<file path="src/rtl/instr_fetch_if.sv">
// ============================================================================
// instr_fetch_if : memory read port between the fetch unit and instruction memory
// rev 1.0
// ============================================================================
`default_nettype none

interface instr_fetch_if;
  logic [31:0] mem_addr;
  logic        mem_rd;
  logic        mem_ack;
  logic [31:0] mem_data;

  modport master (output mem_addr, output mem_rd, input mem_ack, input mem_data);
  modport slave  (input mem_addr, input mem_rd, output mem_ack, output mem_data);
endinterface

`default_nettype wire

</file>
<file path="src/rtl/instr_fetch.sv">
// ============================================================================
// instr_fetch : single-outstanding instruction fetch FSM with redirect flush
// and ack timeout. rev 1.0
// ============================================================================
`default_nettype none

module instr_fetch #(
  parameter int unsigned TIMEOUT = 16
) (
  input  wire logic        clk,
  input  wire logic        clr_n,
  input  wire logic [31:0] pc_q,
  input  wire logic        start,
  input  wire logic        stall,
  input  wire logic        redirect,
  input  wire logic        err_clr,
  instr_fetch_if.master    mem,
  output logic      [31:0] ir_q,
  output logic             ir_valid,
  output logic             pc_inc,
  output logic             busy,
  output logic             fetch_err
);

  typedef enum logic [1:0] {
    IDLE  = 2'd0,
    ISSUE = 2'd1,
    WAIT  = 2'd2,
    FLUSH = 2'd3
  } state_t;

  localparam logic [7:0] C_CNT_LAST = 8'(TIMEOUT - 1);

  state_t      state_q;
  logic [7:0]  cnt_q;
  logic [31:0] addr_q;
  logic        rd_q;
  logic        ir_valid_q;
  logic        pc_inc_q;
  logic        busy_q;
  logic        err_q;

  always_ff @(posedge clk or negedge clr_n) begin
    if (!clr_n) begin
      state_q    <= IDLE;
      cnt_q      <= 8'd0;
      addr_q     <= 32'd0;
      rd_q       <= 1'b0;
      ir_q       <= 32'd0;
      ir_valid_q <= 1'b0;
      pc_inc_q   <= 1'b0;
      busy_q     <= 1'b0;
      err_q      <= 1'b0;
    end else begin
      ir_valid_q <= 1'b0;
      pc_inc_q   <= 1'b0;
      if (err_clr) begin
        err_q <= 1'b0;
      end
      case (state_q)
        IDLE: begin
          if (start && !stall) begin
            addr_q  <= pc_q;
            rd_q    <= 1'b1;
            busy_q  <= 1'b1;
            state_q <= ISSUE;
          end
        end
        ISSUE: begin
          cnt_q   <= 8'd0;
          state_q <= WAIT;
        end
        WAIT, FLUSH: begin
          if (mem.mem_ack) begin
            rd_q    <= 1'b0;
            busy_q  <= 1'b0;
            state_q <= IDLE;
            // A redirect coinciding with the ack, or any earlier one, voids the data.
            if (state_q == WAIT && !redirect) begin
              ir_q       <= mem.mem_data;
              ir_valid_q <= 1'b1;
              pc_inc_q   <= 1'b1;
            end
          end else if (cnt_q == C_CNT_LAST) begin
            // Assigned after err_clr so a coincident timeout keeps the flag set.
            err_q   <= 1'b1;
            rd_q    <= 1'b0;
            busy_q  <= 1'b0;
            state_q <= IDLE;
          end else begin
            cnt_q <= cnt_q + 8'd1;
            if (redirect) begin
              state_q <= FLUSH;
            end
          end
        end
      endcase
    end
  end

  assign mem.mem_addr = addr_q;
  assign mem.mem_rd   = rd_q;
  assign ir_valid     = ir_valid_q;
  assign pc_inc       = pc_inc_q;
  assign busy         = busy_q;
  assign fetch_err    = err_q;

endmodule

`default_nettype wire

</file>
<file path="src/flat_wrapper.sv">
// flat-port wrapper written by rule: the top's interface ports become plain ports
module instr_fetch_flat 
#(
  parameter int unsigned TIMEOUT = 16
)
  (clk, clr_n, pc_q, start, stall, redirect, err_clr, ir_q, ir_valid, pc_inc, busy, fetch_err, mem_mem_addr, mem_mem_rd, mem_mem_ack, mem_mem_data);
  instr_fetch_if mem_i ();
  input  wire logic clk;
  input  wire logic clr_n;
  input  wire logic [31:0] pc_q;
  input  wire logic start;
  input  wire logic stall;
  input  wire logic redirect;
  input  wire logic err_clr;
  output logic      [31:0] ir_q;
  output logic ir_valid;
  output logic pc_inc;
  output logic busy;
  output logic fetch_err;
  output wire logic [$bits(mem_i.mem_addr)-1:0] mem_mem_addr;
  output wire logic [$bits(mem_i.mem_rd)-1:0] mem_mem_rd;
  input wire logic [$bits(mem_i.mem_ack)-1:0] mem_mem_ack;
  input wire logic [$bits(mem_i.mem_data)-1:0] mem_mem_data;
  assign mem_mem_addr = mem_i.mem_addr;
  assign mem_mem_rd = mem_i.mem_rd;
  assign mem_i.mem_ack = mem_mem_ack;
  assign mem_i.mem_data = mem_mem_data;
  instr_fetch #(.TIMEOUT(TIMEOUT)) u_core (.clk(clk), .clr_n(clr_n), .pc_q(pc_q), .start(start), .stall(stall), .redirect(redirect), .err_clr(err_clr), .mem(mem_i), .ir_q(ir_q), .ir_valid(ir_valid), .pc_inc(pc_inc), .busy(busy), .fetch_err(fetch_err));
endmodule
</file>
<file path="config.mk">
export PLATFORM = sky130hd
export DESIGN_NAME = instr_fetch_flat
export DESIGN_NICKNAME = d
export VERILOG_FILES = /design/src/rtl/instr_fetch_if.sv /design/src/rtl/instr_fetch.sv /design/src/flat_wrapper.sv
export SDC_FILE = /design/constraint.sdc
export NUM_CORES = 1
export LEC_CHECK = 0
export ABC_AREA = 1
export CAP_MARGIN = 25
export CORE_ASPECT_RATIO = 1.1
export CORE_MARGIN = 5
export CORE_UTILIZATION = 46
export CTS_CLUSTER_DIAMETER = 50
export DETAILED_ROUTE_END_ITERATION = 8
export PLACE_DENSITY = 0.95
export SLEW_MARGIN = 20
export SYNTH_ARGS = -nofsm -noshare
export SYNTH_HDL_FRONTEND = slang
export SYNTH_SLANG_ARGS = --single-unit
</file>
<file path="constraint.sdc">
create_clock -name clk -period 3.67 [get_ports clk]
set_input_delay 0.367 -clock clk [delete_from_list [all_inputs] [get_ports clk]]
set_output_delay 0.367 -clock clk [all_outputs]
set_load 0.02 [all_outputs]
</file>
# Yosys cells after proc, flatten, opt, wreduce, memory -nomap -nowiden
# Cells that the tools add are included.
# classes
add_sub_neg	1
eq_ne	9
mux	19
reduce_logical	13
# op_table
op	count
$mux W8	2
$pmux W8 S2	1
$mux W1	10
$reduce_and A3 Y1	3
$add A8 B1 Y8 const B	1
$eq A8 B4 Y1 const B	1
$mux W2	4
$pmux W2 S3	1
$eq A2 B2 Y1 const B	2
$ne A2 B2 Y1 const B	2
$ne A4 B3 Y1 const B	1
$reduce_and A2 Y1	2
$reduce_bool A2 Y1	2
$ne A3 B2 Y1 const B	1
$eq A2 B1 Y1 const B	1
$logic_and A1 B1 Y1	2
$logic_not A1 Y1	2
$logic_not A2 Y1	1
$ne A2 B1 Y1 const B	1
$pmux W1 S2	1
$reduce_or A2 Y1	1
# totals
ff_bits	77
in_bits	71
output_inout_bits	69
word_cells	49

# Longest topological paths before layout
# Gate-level depths: netlist (run 1).
# logic_depth
depth_word	5
mapped_depth	8
ltp_nobuf	8

# Least setup slack after synthesis (run 1)
# No wires, ideal clock.
# synth_timing
path_type	register to register
startpoint	register u_core.cnt_q[0]
endpoint	register u_core.cnt_q[3]
setup_time_ns	0.118
arrival_ns	1.150
required_ns	3.552
path_slack_ns	2.402
path_stages_with_launch	9
n_path_buf	0
synth_period_minus_slack_ns	1.268
cell_sequence	dfrtp_1 > ha_1 > nand2_2 > nor2_4 > nand3_4 > nand2_4 > nand2_4 > nand2_1 > nand2_1
# synth_between
elab_chain_len	4
word_cells_on_any_way	7
classes_between	add/sub: 1; eq/ne: 2; mux: 3; reduce/logical: 1
# synth_lines
element	line	rtl
start: declaration	instr_fetch.sv:35	logic [7:0] cnt_q;
start signal: assignment	instr_fetch.sv:91	cnt_q <= cnt_q + 8'd1;
$add A8 B1 Y8	instr_fetch.sv:91	
$mux W8	instr_fetch.sv:84	end else if (cnt_q == C_CNT_LAST) begin
$mux W8	instr_fetch.sv:74	if (mem.mem_ack) begin
$pmux W8 S2	instr_fetch.sv:60	case (state_q)
# Parallel ways exist; a longest one is shown, timed or not. The select of a mux whose other input is x is not followed.
# A chain may end at the register's enable or synchronous reset.

==> impl_metrics.env, run 1 <==
export IMPL_wl_um=8760
export IMPL_syn_num_nets=375
export IMPL_final_cell_mix="138 x clkdlybuf4s50_1, 126 x nand2_1, 77 x dfrtp_1"
export IMPL_pwr_density_cell_nw_per_um2=859
export IMPL_htreeDepth=3
export IMPL_grt_pass1_vias=2774
export IMPL_max_cap_violations=0
export IMPL_syn_avg_cell_area_um2=10.8
export IMPL_cts_setup_buffers=0
export IMPL_antenna_cells=0
export IMPL_finalSetupTns_ps=0
export IMPL_tightest_slew_ps=518
export IMPL_yosysWarnings=0
export IMPL_io_pins=140
export IMPL_die_h_um=98.6
export IMPL_drtPass1Iterations=4
export IMPL_track_usage_pct=19.6
export IMPL_routabilityCongestion=0.826
export IMPL_postRouteAntennaNets=0
export IMPL_crit_slowest_cell="clkdlybuf4s50_1"
export IMPL_synth_ff_type="dfrtp_1"
export IMPL_num_vias=2570
export IMPL_die_area_um2=8930
export IMPL_outcome="finished clean"
export IMPL_drc=0
export IMPL_final_core_util_pct=70.9
export IMPL_start_kind="register"
export IMPL_yosys_area_top_type="dfrtp_1"
export IMPL_drive_gt1_share_pct=14.6
export IMPL_finClkSkew_ps=9.94
export IMPL_layout_min_cycle_time_ps=1720
export IMPL_start_util_pct=46.9
export IMPL_fmax_mhz=583
export IMPL_seq_area_frac_synth_pct=58.7
export IMPL_vias_per_cell=4.79
export IMPL_nFillCells=478
export IMPL_overflow=0
export IMPL_hp_class="register to register"
export IMPL_grt_start_max_net_pins=78
export IMPL_clkSinkCount=77
export IMPL_cts_buffers_inserted=9
export IMPL_setup_viol=0
export IMPL_dr_first_iter_drc_count=150
export IMPL_slew_headroom_pct=65.4
export IMPL_insertion_delay_ps=340
export IMPL_cts_root_buf="clkbuf_8"
export IMPL_antenna_found_initial=0
export IMPL_period_share_pct=46.8
export IMPL_place_hpwl_um=6170
export IMPL_p_leak_nw=2.39
export IMPL_clockBufferDepth=2
export IMPL_path_buf_inv=1
export IMPL_ys_types=28
export IMPL_rsz0062_at_grt="false"
export IMPL_final_common_cell="clkdlybuf4s50_1"
export IMPL_hold_viol_final=0
export IMPL_coreArea_um2=7010
export IMPL_crit_required_ps=3300
export IMPL_crit_type="register to primary output"
export IMPL_arrival_ps=1350
export IMPL_path_max_fanout=3
export IMPL_area_growth_pct=51.4
export IMPL_rows=32
export IMPL_synth_top_area_share_pct=58.7
export IMPL_wl_per_cell_um=16.3
export IMPL_synth_area_leaders="dfrtp_1 59%, nand2_1 14%, mux2_4 13%, nand3_1 2.1%, nor2_1 1.3%"
export IMPL_syn_inst=303
export IMPL_maxSlewViolCount=0
export IMPL_cts_tree="yes"
export IMPL_ys_ff_latch=77
export IMPL_netlist_area_um2=3280
export IMPL_crit_family="buffers and inverters"
export IMPL_path_cells="clkdlybuf4s50_1"
export IMPL_slowest_delay_ps=630
export IMPL_irDropWorstVdd_v=0.000591
export IMPL_synthArstFlopShare_pct=100
export IMPL_end_kind="primary output"
export IMPL_path_clk_slew_ps=80
export IMPL_synth_edff_count=0
export IMPL_fin_nets=518
export IMPL_port_buffers=139
export IMPL_grt_pass1_wl_um=14000
export IMPL_die_w_um=90.6
[power by group]
group / switching, W / internal, W
Sequential: 0.000258 / 0.00124
Clock: 0.000314 / 0.000351
Combinational: 0.00103 / 0.00108
Total: 0.00160 / 0.00267
[synthesized netlist by cell type, types with 3 or more instances]
library cell	count
nor2_1	11
inv_2	3
dfrtp_1	77
buf_6	3
mux2_4	29
buf_4	5
nand3_1	14
nand2_1	126
inv_1	9
mux2_2	3
[cell families after synthesis]
| group | Yosys count | share of synthesized area, % |
|---|---|---|
| simple gates | 162 | 21.0 |
| flops | 77 | 58.7 |
| mux | 32 | 14.3 |
| buf+inv | 23 | 3.92 |
| compound gates | 6 | 1.22 |
| xor+xnor | 2 | 0.533 |
| fa+ha+maj | 1 | 0.381 |
[timing repair]
item,in CTS,in global routing
resized for setup,0,0
endpoints found under the hold margin,0,30
endpoints found under the setup margin,0,0
hold buffers,0,1
[flip-flops by register name (all words and copies together) (netlist names)]
name,count
u_core.mem.mem_rd,1
u_core.ir_q,32
u_core.mem.mem_addr,32
u_core.ir_valid,1
u_core.state_q,2
u_core.cnt_q,8
u_core.fetch_err,1
[through the flow]
stage | cell area [µm²] | setup WS, ps | total power (W) | hold WS [ps] | cells
final | 4970 | 1950 | 0.00427 | 482 | 536
after CTS | 4910 | 1750 | 0.00429 | 198 | 533
after global routing | 4970 | 1860 | 0.00449 | 507 | 536
after floorplan | 3280 | 2400 | 0.00257 | 71.4 | 303
after global placement | 4700 | 1490 | 0.00353 | 462 | 517
after detailed placement | 4700 | 1450 | 0.00360 | 465 | 517
[area by class of cell]
type                            count  area, µm²  share of cell area, %
Clock buffer                       11        151                   3.05
Tap cell                           85        106                   2.14
Timing Repair Buffer              143       1450                   29.2
Multi-Input combinational cell    203       1230                   24.7
Inverter                           12       45.0                  0.906
Clock inverter                      5       58.8                   1.18
Sequential cell                    77       1930                   38.8
[layer usage]
layer  up-vias  GRT usage, %  wire length [µm]
met4         0          8.59               240
li1       1238             -                 -
met3        17          4.43               428
met2        80          34.8              4830
met1      1235          22.4              3270
met5         -             0                 0
[path summary, 6_finish.rpt]
path                       cells past startpoint                 endpoint  slack [ps]               from
max                                            1                     busy        1950  u_core.mem.mem_rd
min                                            2          u_core.ir_q[12]         480    u_core.ir_q[12]
max reg2reg                                    4  u_core.mem.mem_addr[10]        2030  u_core.state_q[1]
min reg2reg                                    2          u_core.ir_q[12]         480    u_core.ir_q[12]
max in group asynchronous                      3  u_core.mem.mem_addr[25]        2580              clr_n
min in group asynchronous                      2           u_core.ir_q[3]         510              clr_n
No activity file was read; power rests on OpenSTA's default activity.
==> run 2, diff against run 1 <==
CORE_UTILIZATION = 42   (was 46)
PLACE_DENSITY = 0.88   (was 0.95)
clock period = 1.74 ns   (was 3.67 ns; I/O delays follow)
==> run 2 against run 1 <==
  * Register-to-register slack lost 1800 ps
  * Combinational power increased by 110%
  * Non-clock buffer count grew 1
  * Flip-flop and latch count is the same
  * Clock power increased by 94%
  * Clock skew grew 2.0 ps
  * Sequential share of layout area decreased by 0.15 points
  * Sequential power increased by 110%
  * Critical path depth unchanged
  * Via count up 1.5%
  * Final cell count up 3.9%
  * Die area rose by 8.5%
  * Critical endpoint is now ir_q[3]
  * Largest power group unchanged
==> impl_metrics.env, run 2 (synthesis results as in run 1) <==
export IMPL_overflow=0
export IMPL_die_w_um=94.3
export IMPL_place_ws_ps=181
export IMPL_cts_buffers_inserted=9
export IMPL_crit_required_ps=1570
export IMPL_path_buf_inv=1
export IMPL_path_clk_slew_ps=80
export IMPL_track_usage_pct=18.5
export IMPL_io_pins=140
export IMPL_slowest_delay_ps=660
export IMPL_cts_root_buf="clkbuf_8"
export IMPL_irDropWorstVdd_v=0.000922
export IMPL_vias_per_cell=4.68
export IMPL_die_h_um=103
export IMPL_place_hpwl_um=6570
export IMPL_r2r_start="u_core.cnt_q[0]"
export IMPL_antenna_found_initial=0
export IMPL_path_max_fanout=2
export IMPL_dr_first_iter_drc_count=116
export IMPL_crit_slowest_cell="clkdlybuf4s50_1"
export IMPL_antenna_cells=0
export IMPL_num_vias=2608
export IMPL_hp_class="primary input to asynchronous set/reset pin"
export IMPL_start_util_pct=43.5
export IMPL_layout_min_cycle_time_ps=1510
export IMPL_r2r_cells=8
export IMPL_cts_setup_buffers=0
export IMPL_pwr_density_cell_nw_per_um2=1780
export IMPL_rr_endpoint="u_core.cnt_q[6]"
export IMPL_coreArea_um2=7560
export IMPL_maxSlewViolCount=0
export IMPL_hold_viol_final=0
export IMPL_die_area_um2=9690
export IMPL_drc=0
export IMPL_area_growth_pct=51.9
export IMPL_postRouteAntennaNets=0
export IMPL_clkSinkCount=77
export IMPL_wl_um=8600
export IMPL_finClkSkew_ps=12.0
export IMPL_tightest_slew_ps=542
export IMPL_htreeDepth=3
export IMPL_end_kind="primary output"
export IMPL_rows=33
export IMPL_crit_family="buffers and inverters"
export IMPL_max_cap_violations=0
export IMPL_path_cells="clkdlybuf4s50_1"
export IMPL_drtPass1Iterations=4
export IMPL_final_cell_mix="138 x clkdlybuf4s50_1, 126 x nand2_1, 77 x dfrtp_1"
export IMPL_wl_per_cell_um=15.4
export IMPL_clockBufferDepth=2
export IMPL_outcome="finished clean"
export IMPL_port_buffers=139
export IMPL_setup_viol=0
export IMPL_p_leak_nw=2.39
export IMPL_cts_tree="yes"
export IMPL_crit_type="register to primary output"
export IMPL_layout_setup_ws_ps=228
export IMPL_period_share_pct=86.9
export IMPL_cts_resized=0
export IMPL_rsz0062_at_grt="false"
export IMPL_grt_pass1_wl_um=13600
export IMPL_rrSetupSlack_ps=260
export IMPL_fin_nets=519
export IMPL_grt_pass1_vias=2763
export IMPL_start_kind="register"
export IMPL_grt_start_max_net_pins=41
export IMPL_slew_headroom_pct=63.9
export IMPL_fmax_mhz=661
export IMPL_arrival_ps=1340
export IMPL_routabilityCongestion=0.811
export IMPL_final_common_cell="clkdlybuf4s50_1"
export IMPL_drive_gt1_share_pct=14.6
export IMPL_finalSetupTns_ps=0
export IMPL_insertion_delay_ps=340
run 2: power breakdown:
| group | switching [W] | internal, W | leakage (nW) |
|---|---|---|---|
| combinational | 0.00215 | 0.00228 | 1.34 |
| sequential | 0.000531 | 0.00262 | 0.955 |
| clock | 0.000631 | 0.000660 | 0.0923 |
run 2: cell type report:
cell class	instances	area (µm²)
Clock buffer	10	128
Clock inverter	6	63.8
Fill cell	577	2570
Inverter	12	45.0
Multi-Input combinational cell	203	1230
Sequential cell	77	1930
Tap cell	105	131
Timing Repair Buffer	144	1470
run 2: how the worst max path moves through the flow:
stage | startpoint | end | slack [ps] | depth (start not counted)
after global placement | stall | u_core.mem.mem_addr[24] | 220 | 5
after CTS | u_core.ir_q[21] | ir_q[21] | 200 | 1
final | u_core.ir_q[3] | ir_q[3] | 230 | 1
after global routing | u_core.cnt_q[0] | u_core.cnt_q[6] | 160 | 8
after detailed placement | stall | u_core.mem.mem_addr[25] | 180 | 5
after floorplan | u_core.cnt_q[0] | u_core.cnt_q[3] | 470 | 8
run 2: per-stage QoR:
step | std cells | utilization, % | hold WS (ps) | area [µm²] | power (W)
4_1_cts | 557 | 66.0 | 347 | 4990 | 0.00898
5_1_grt | 557 | 66.0 | 364 | 4990 | 0.00939
6_report | 557 | 66.0 | 363 | 4990 | 0.00887
3_3_place_gp | 540 | 63.4 | 191 | 4790 | 0.00746
2_1_floorplan | 303 | - | -122 | 3280 | 0.00543
3_5_place_dp | 540 | 63.4 | 200 | 4790 | 0.00764
run 2: routing by layer:
layer	wire length, µm	global-route usage [%]
met2	4460	32.2
met5	0	0
met1	3300	21.0
met3	582	5.69
met4	261	8.22
run 2: repair_timing:
item	CTS	global route
endpoints found under the hold margin	39	0
hold buffers	1	0
endpoints found under the setup margin	0	0
